File: src/rtl/seq_gen.sv
// seq_gen: repeats a fixed bit pattern reps times, with idle gaps between repetitions.
// Defining SEQ_GEN_PARITY_EN appends an even-parity bit to each repetition.
module seq_gen #(
    parameter int             PAT_W   = 4,
    parameter logic [PAT_W-1:0] PATTERN = 4'b1110,
    parameter int             GAP_LEN = 1
) (
    input  logic       clk,
    input  logic       reset,
    input  logic       start,
    input  logic [3:0] reps,
    output logic       sout,
    output logic       sout_vld,
    output logic       busy,
    output logic       done
);
    localparam int IW = $clog2(PAT_W);
    localparam logic [2:0] IDLE = 3'd0;
    localparam logic [2:0] SEND = 3'd1;
    localparam logic [2:0] GAP  = 3'd2;
`ifdef SEQ_GEN_PARITY_EN
    localparam logic [2:0] PAR  = 3'd3;
`endif
    localparam logic [2:0] DONE = 3'd4;

    logic [2:0]    state_q, state_d;
    logic [IW-1:0] idx_q, idx_d, idx_m1;
    logic [3:0]    reps_q, reps_d, rem;
    logic [3:0]    gap_q, gap_d;
    logic          sout_q, sout_d, vld_q, vld_d, busy_q, busy_d, done_q, done_d;
    logic          end_rep, load;

    assign idx_m1 = idx_q - 1'b1;

`ifdef SEQ_GEN_PARITY_EN
    // reps was already decremented on leaving bit 0, so PAR decides on it as-is
    assign end_rep = state_q == PAR;
    assign rem     = reps_q;
`else
    assign end_rep = state_q == SEND && idx_q == '0;
    assign rem     = reps_q - 4'd1;
`endif

    always_comb begin
        state_d = state_q;
        idx_d   = idx_q;
        reps_d  = reps_q;
        gap_d   = gap_q;
        sout_d  = 1'b0;
        vld_d   = 1'b0;
        busy_d  = 1'b0;
        done_d  = 1'b0;
        load    = 1'b0;
        case (state_q)
            IDLE: if (start && reps != 4'd0) begin
                reps_d = reps;
                load   = 1'b1;
            end
            SEND: if (idx_q != '0) begin
                idx_d  = idx_m1;
                sout_d = PATTERN[idx_m1];
                vld_d  = 1'b1;
                busy_d = 1'b1;
            end
`ifdef SEQ_GEN_PARITY_EN
            else begin
                state_d = PAR;
                reps_d  = reps_q - 4'd1;
                sout_d  = ^PATTERN;
                vld_d   = 1'b1;
                busy_d  = 1'b1;
            end
            PAR: ;
`endif
            GAP: begin
                busy_d = 1'b1;
                if (gap_q == 4'd0) load = 1'b1;
                else gap_d = gap_q - 4'd1;
            end
            DONE: state_d = IDLE;
            default: state_d = IDLE;
        endcase
        if (end_rep) begin
            reps_d = rem;
            if (rem == 4'd0) begin
                state_d = DONE;
                done_d  = 1'b1;
            end else if (GAP_LEN != 0) begin
                state_d = GAP;
                gap_d   = 4'(GAP_LEN - 1);
                busy_d  = 1'b1;
            end else begin
                load = 1'b1;
            end
        end
        if (load) begin
            state_d = SEND;
            idx_d   = IW'(PAT_W - 1);
            sout_d  = PATTERN[PAT_W-1];
            vld_d   = 1'b1;
            busy_d  = 1'b1;
        end
    end

    always_ff @(posedge clk or posedge reset) begin
        if (reset) begin
            state_q <= IDLE;
            idx_q   <= '0;
            reps_q  <= '0;
            gap_q   <= '0;
            sout_q  <= 1'b0;
            vld_q   <= 1'b0;
            busy_q  <= 1'b0;
            done_q  <= 1'b0;
        end else begin
            state_q <= state_d;
            idx_q   <= idx_d;
            reps_q  <= reps_d;
            gap_q   <= gap_d;
            sout_q  <= sout_d;
            vld_q   <= vld_d;
            busy_q  <= busy_d;
            done_q  <= done_d;
        end
    end

    assign sout     = sout_q;
    assign sout_vld = vld_q;
    assign busy     = busy_q;
    assign done     = done_q;
endmodule

File: config.mk
export PLATFORM = sky130hd
export DESIGN_NAME = seq_gen
export DESIGN_NICKNAME = d
export VERILOG_FILES = /design/src/rtl/seq_gen.sv
export SDC_FILE = /design/constraint.sdc
export NUM_CORES = 1
export LEC_CHECK = 0
export CORE_AREA = 2 2 71 53
export DETAILED_ROUTE_END_ITERATION = 12
export DIE_AREA = 0 0 73 55
export SETUP_SLACK_MARGIN = 0.3
export SYNTH_ARGS = -nofsm -noshare
export SYNTH_HDL_FRONTEND = slang
export SYNTH_SLANG_ARGS = --single-unit
File: constraint.sdc
create_clock -name clk -period 5.95 [get_ports clk]
set_clock_uncertainty 0.2 [all_clocks]
set_input_delay 0.8925 -clock clk [delete_from_list [all_inputs] [get_ports clk]]
set_output_delay 0.8925 -clock clk [all_outputs]
set_load 0.01 [all_outputs]
==> run metrics, run 1 <==
most common cell in the netlist=dfrtp_1; clk_lat worst skew=0.25 ns; GR Overflow Total=0; vias per inst=4.68; Min-Delay Path Class=register to register; synth top area cells=dfrtp_1 (47%), ha_1 (7.0%), nor2_1 (5.4%); filler cell count=343; Yosys cell types=31; worst reg2reg path depth=6; CP cell instances=clkdlybuf4s50_1 > nor4b_4 > o41a_1 > nor2_1 > a221o_2; Nets=115; Synth top cells by count=dfrtp_1 (17), nor2_1 (13), nand2_1 (10), inv_1 (9), ha_1 (5); core area=0.00336 sq mm; # port buffers=10; Worst Path Required=5.88 ns; syn_nets=100; DRT antenna net count=0; Max Clk Rate=0.409 GHz; starting DRC count in detailed routing=41; GRT Util Overall=0.106; Power Dens Cells=473 mW/mm^2; share of cells above drive strength 1=0.108; dpl ws=3.24 ns; H-tree Lvls=1; drt first pass iters=4; Post-synth EDFFs=0; Pwr Total=517 uW; min cycle time layout=2.44 ns; unrepaired setup endpoints after global routing=false; final worst path period share=0.411; Fin. Hold Viols=0; status=finished clean; Finish-stage setup viols=0; # clock sinks=17; critical path fanouts, max=5; post-synth top area share=0.474; wire per inst=12.5 microns; Initial Utilization=0.268; Worst VDD drop=0.000135 V; post-synthesis sequential area ratio=0.474; slowest cell on the critical path=clkdlybuf4s50_1; critical path capture point type=register; clk slew on worst S/H paths=0.06 ns; Post-synth top flop=dfrtp_1; Crit. path cell count=5; Vias=664; CTS Hold Bufs=0; CTS resizes=0; DRC viols=0; Die Height=55 microns; global-route wire length before repair=3110 microns; Avg Inst Size Synth=10.2 sq um; Ys Warns=0; Cell Rows=18; setup_tns=0 ns; Post-CTS Setup Repair Bufs=0; antenna cells=0; area occupied by registers=425 sq um; P_leak=0.477 nW; Final WS setup=3.51 ns; Mapped Cells=88; HPWL Detailed=1390 microns; Post-synth ARST share=1.00; WS Path Type=input port to register; Slew HR=0.556; WHS=0.328 ns; area of the multi-input gates=439 sq um; Die ar.=0.00402 sq mm; Syn Std Cell Area=898 sq um; placer congestion estimate=0.747; vias in the first global route=682; TritonCTS clock tree=built; slowest stage delay, CP=0.46 ns; Hold Path Stages=2; Yosys reg bits=17; I/O pin cnt=11; area delta synth->final=21.7%; Detailed Route WL=1770 microns; CP startpoint kind=input port; family with the most delay on the worst path=compound AO/OA/AOI/OAI gates; Synth area leader=dfrtp_1; initial antenna violation count=0; clk buf depth=2; slew of the pin with the lowest slew margin=0.666 ns; Max Cap Violations=0; WP buf/inv=1; die width=73 microns; post-layout util=0.326; largest net degree at the start of global routing=18; Root Buffer Master=clkbuf_8; Critical Path AT=2.37 ns; total CTS buffers=3; Pins Over Slew Limit=0
## routing by layer
layer,vias up,routed length [microns],global-route usage
li1,337,-,-
met2,10,762,0.164
met1,313,913,0.135
met4,0,29,0.0463
met3,4,68,0.0399
met5,-,0,0
## worst paths after layout
check | from | end | slack (ns)
setup / recovery | start | reps_q[0]$_DFFE_PP0P_ | 3.51
hold / removal | idx_q[1]$_DFFE_PP0P_ | idx_q[1]$_DFFE_PP0P_ | 0.33
setup reg to reg | reps_q[0]$_DFFE_PP0P_ | busy$_DFF_PP0_ | 3.70
hold reg to reg | idx_q[1]$_DFFE_PP0P_ | idx_q[1]$_DFFE_PP0P_ | 0.33
max in group asynchronous | reset | gap_q[1]$_DFF_PP0_ | 4.29
min in group asynchronous | reset | reps_q[1]$_DFFE_PP0P_ | 0.84
## per-stage QoR
stage | cell area [sq um] | instances
2_1_floorplan | 898 | 88
3_3_place_gp | 1050 | 138
3_5_place_dp | 1050 | 138
4_1_cts | 1090 | 142
5_1_grt | 1090 | 142
6_report | 1090 | 142
## worst min-delay path, stage by stage, from the launching register on
cell and delay [ns]:
dfrtp_1 0.35, nand2_1 0.06, o211ai_1 0.08
## cells in the final DEF (no fill, tap or decap), types with 2 or more instances in the layout
cell	synthesis	routed
clkdlybuf4s50_1	0	10
inv_1	9	9
ha_1	5	5
dfrtp_1	17	17
nor2_1	13	13
nor3b_1	2	2
nand2_1	10	10
a21oi_1	4	4
xnor2_1	4	4
a221o_1	2	2
clkbuf_8	0	3
## layout make-up
| cell class | instances | area share |
|---|---|---|
| Tap cell | 40 | 0.0458 |
| Clock buffer | 4 | 0.0412 |
| Sequential cell | 17 | 0.389 |
| Inverter | 9 | 0.0309 |
| Timing Repair Buffer | 10 | 0.0915 |
| Multi-Input combinational cell | 62 | 0.402 |
## flip-flops by register name, indices dropped and copies added (netlist names)
signal    flops
state_q       3
reps_q        4
sout_vld      1
busy          1
sout          1
done          1
gap_q         4
idx_q         2
## report_power, final
part,internal [mW],switching (mW),leakage (nW)
clock network,0.0474,0.0366,0.0228
registers,0.156,0.0353,0.214
logic,0.115,0.127,0.241
## cells by family (layout without fill, tap and decap cells)
logic type / after synthesis / after routing / synth area share
flops: 17 / 17 / 0.474
compound gates: 15 / 15 / 0.138
xor+xnor: 4 / 4 / 0.0390
mux: 1 / 1 / 0.0111
buf+inv: 9 / 23 / 0.0376
fa+ha+maj: 5 / 5 / 0.0696
simple gates: 37 / 37 / 0.231
No activity file was read; power rests on OpenSTA's default activity.
==> run 2, diff against run 1 <==
- clock period: 5.95 -> 2.2 ns (I/O delays scaled with it)
==> run metrics, run 2 (same netlist as run 1, synthesis figures left out) <==
Detailed Route WL=1790 microns (+0.96%); WS Path Type=register to register; Nets=121 (+5.2%); DRC viols=0 (unchanged); # port buffers=10 (unchanged); CTS Hold Bufs=0 (unchanged); clk slew on worst S/H paths=0.06 ns (about the same); commonest cells after routing, fill and taps aside=dfrtp_1 (16), nor2_1 (13), nand2_1 (10), clkdlybuf4s50_1 (10), inv_1 (7); Combinational Power Share=0.508 (+0.040); commonest non-fill, non-tap cell in the layout=dfrtp_1; Die Height=55 microns (unchanged); share of cells above drive strength 1=0.204 (+0.0959); min cycle time layout=1.89 ns; Initial Utilization=0.268 (unchanged); Die ar.=0.00402 sq mm (unchanged); Worst VDD drop=0.000661 V (+390%); Power Dens Cells=1310 mW/mm^2 (+180%); drt first pass iters=4 (unchanged); GRT Util Overall=0.107 (+0.000626); Critical Path AT=1.81 ns (-0.56 ns); CP startpoint kind=register; post-route cell area=0.00116 sq mm (+6.5%); Finish-stage setup viols=0 (unchanged); P_int=959 uW (+200%); WL met3=88 microns (+29%); clk buf depth=2 (unchanged); Sw Pwr=572 uW (+190%); Pins Over Slew Limit=0 (unchanged); critical path capture point type=register; worst reg2reg path depth=6 (unchanged); P_leak=0.504 nW (+5.6%); max layer used=met4; die width=73 microns (unchanged); # clock sinks=17 (unchanged); core area=0.00336 sq mm (unchanged); setup_tns=0 ns (unchanged); placed cell area=0.00108 sq mm (+2.9%); slew of the pin with the lowest slew margin=0.669 ns (+0.00289 ns); filler cell count=332 (-3.2%); Max Cap Violations=0 (unchanged); dpl ws=0.0617 ns (-3.17 ns); Pwr Total=1.53 mW (+200%); Clk pwr share=0.152 (-0.010); largest net degree at the start of global routing=18 (unchanged); worst flop-to-flop path startpoint=reps_q[1]$_DFFE_PP0P_; area occupied by registers=427 sq um (+0.29%); HPWL Detailed=1310 microns (-5.7%); wire per inst=12.1 microns (-3.1%); unrepaired setup endpoints after global routing=true; total CTS buffers=3 (unchanged); starting DRC count in detailed routing=22 (-46%); Cell Rows=18 (unchanged); R2R setup slack=0.31 ns (-3.39 ns); Min-Delay Path Class=input port to async pin; DRT antenna net count=0 (unchanged); antenna cells=0 (unchanged); RR Endpoint=busy$_DFF_PP0_; DRT met1 WL=852 microns (-6.7%); GR Overflow Total=0 (unchanged); vias per inst=4.67 (-0.15%); area of the multi-input gates=464 sq um (+5.7%); Worst Path Required=2.12 ns (-3.76 ns); final worst path period share=0.859; global-route wire length before repair=3110 microns (unchanged); vias in the first global route=661 (-3.1%); I/O pin cnt=11 (unchanged); status=finished clean; Vias=691 (+4.1%); placer congestion estimate=0.763 (+2.1%); initial antenna violation count=0 (unchanged); Sequential Power Share=0.340 (-0.030); TritonCTS clock tree=built; Net Sw Frac=0.374 (-0.00978); met2 wire len=814 microns (+6.8%); Final WS setup=0.311 ns (-3.20 ns); Fin. Hold Viols=0 (unchanged); post-layout util=0.347 (+0.0213); clk_lat worst skew=0.25 ns (about the same); Max Clk Rate=0.529 GHz; Slew HR=0.554 (-0.00193); critical path fanouts, max=5 (unchanged); area delta synth->final=29.7%; Root Buffer Master=clkbuf_8; H-tree Lvls=1 (unchanged); biggest regs=gap_q: 4 flops, reps_q: 4 flops, state_q: 3 flops
[run 2: power groups by stage]
stage	Sequential [mW]	Clock [mW]	Combinational [mW]
after floorplan	0.515	0	0.511
after global placement	0.522	0	0.698
after detailed placement	0.522	0	0.710
after CTS	0.521	0.244	0.761
after global routing	0.536	0.262	0.871
final	0.521	0.232	0.777
[run 2: what timing repair did]
action                                  CTS  global route
endpoints found under the setup margin    1             4
resized for setup                         3             1
pin swaps                                 3             1
setup buffers                             2             2
[run 2: layer usage]
| metal | track usage | up-vias |
|---|---|---|
| li1 | - | 347 |
| met1 | 0.131 | 317 |
| met2 | 0.167 | 22 |
| met3 | 0.0399 | 5 |
| met4 | 0.0556 | 0 |
| met5 | 0 | - |
[run 2: worst max-delay path, stage by stage, from the launching register on]
cell      delay [ns]
dfrtp_1         0.39
inv_2           0.08
ha_4            0.18
or2_4           0.24
o21ai_4         0.13
a311oi_2        0.13
or4_1           0.41
[run 2: worst max path at each step]
stage,startpoint,end,slack [ns],cells past startpoint
after global routing,reps_q[1]$_DFFE_PP0P_,busy$_DFF_PP0_,0.23,6
after CTS,reps_q[1]$_DFFE_PP0P_,busy$_DFF_PP0_,0.30,6
final,reps_q[1]$_DFFE_PP0P_,busy$_DFF_PP0_,0.31,6
after floorplan,reps_q[0]$_DFFE_PP0P_,busy$_DFF_PP0_,0.24,6
after global placement,reps[0],busy$_DFF_PP0_,0.1,3
after detailed placement,start,reps_q[0]$_DFFE_PP0P_,0.06,5
[run 2: metrics by stage]
step / std cells / hold WS (ns)
6_report: 148 / 0.270
5_1_grt: 148 / 0.357
4_1_cts: 146 / 0.284
3_5_place_dp: 140 / 0.304
3_3_place_gp: 140 / 0.293
2_1_floorplan: 88 / 0.0561
[run 2: area by class of cell]
type	count	share of cell area
flip-flops and latches	17	0.366
multi-input cells	62	0.398
repair buffers	16	0.125
inverters	9	0.0290
clock buffers	4	0.0387
well taps	40	0.0430
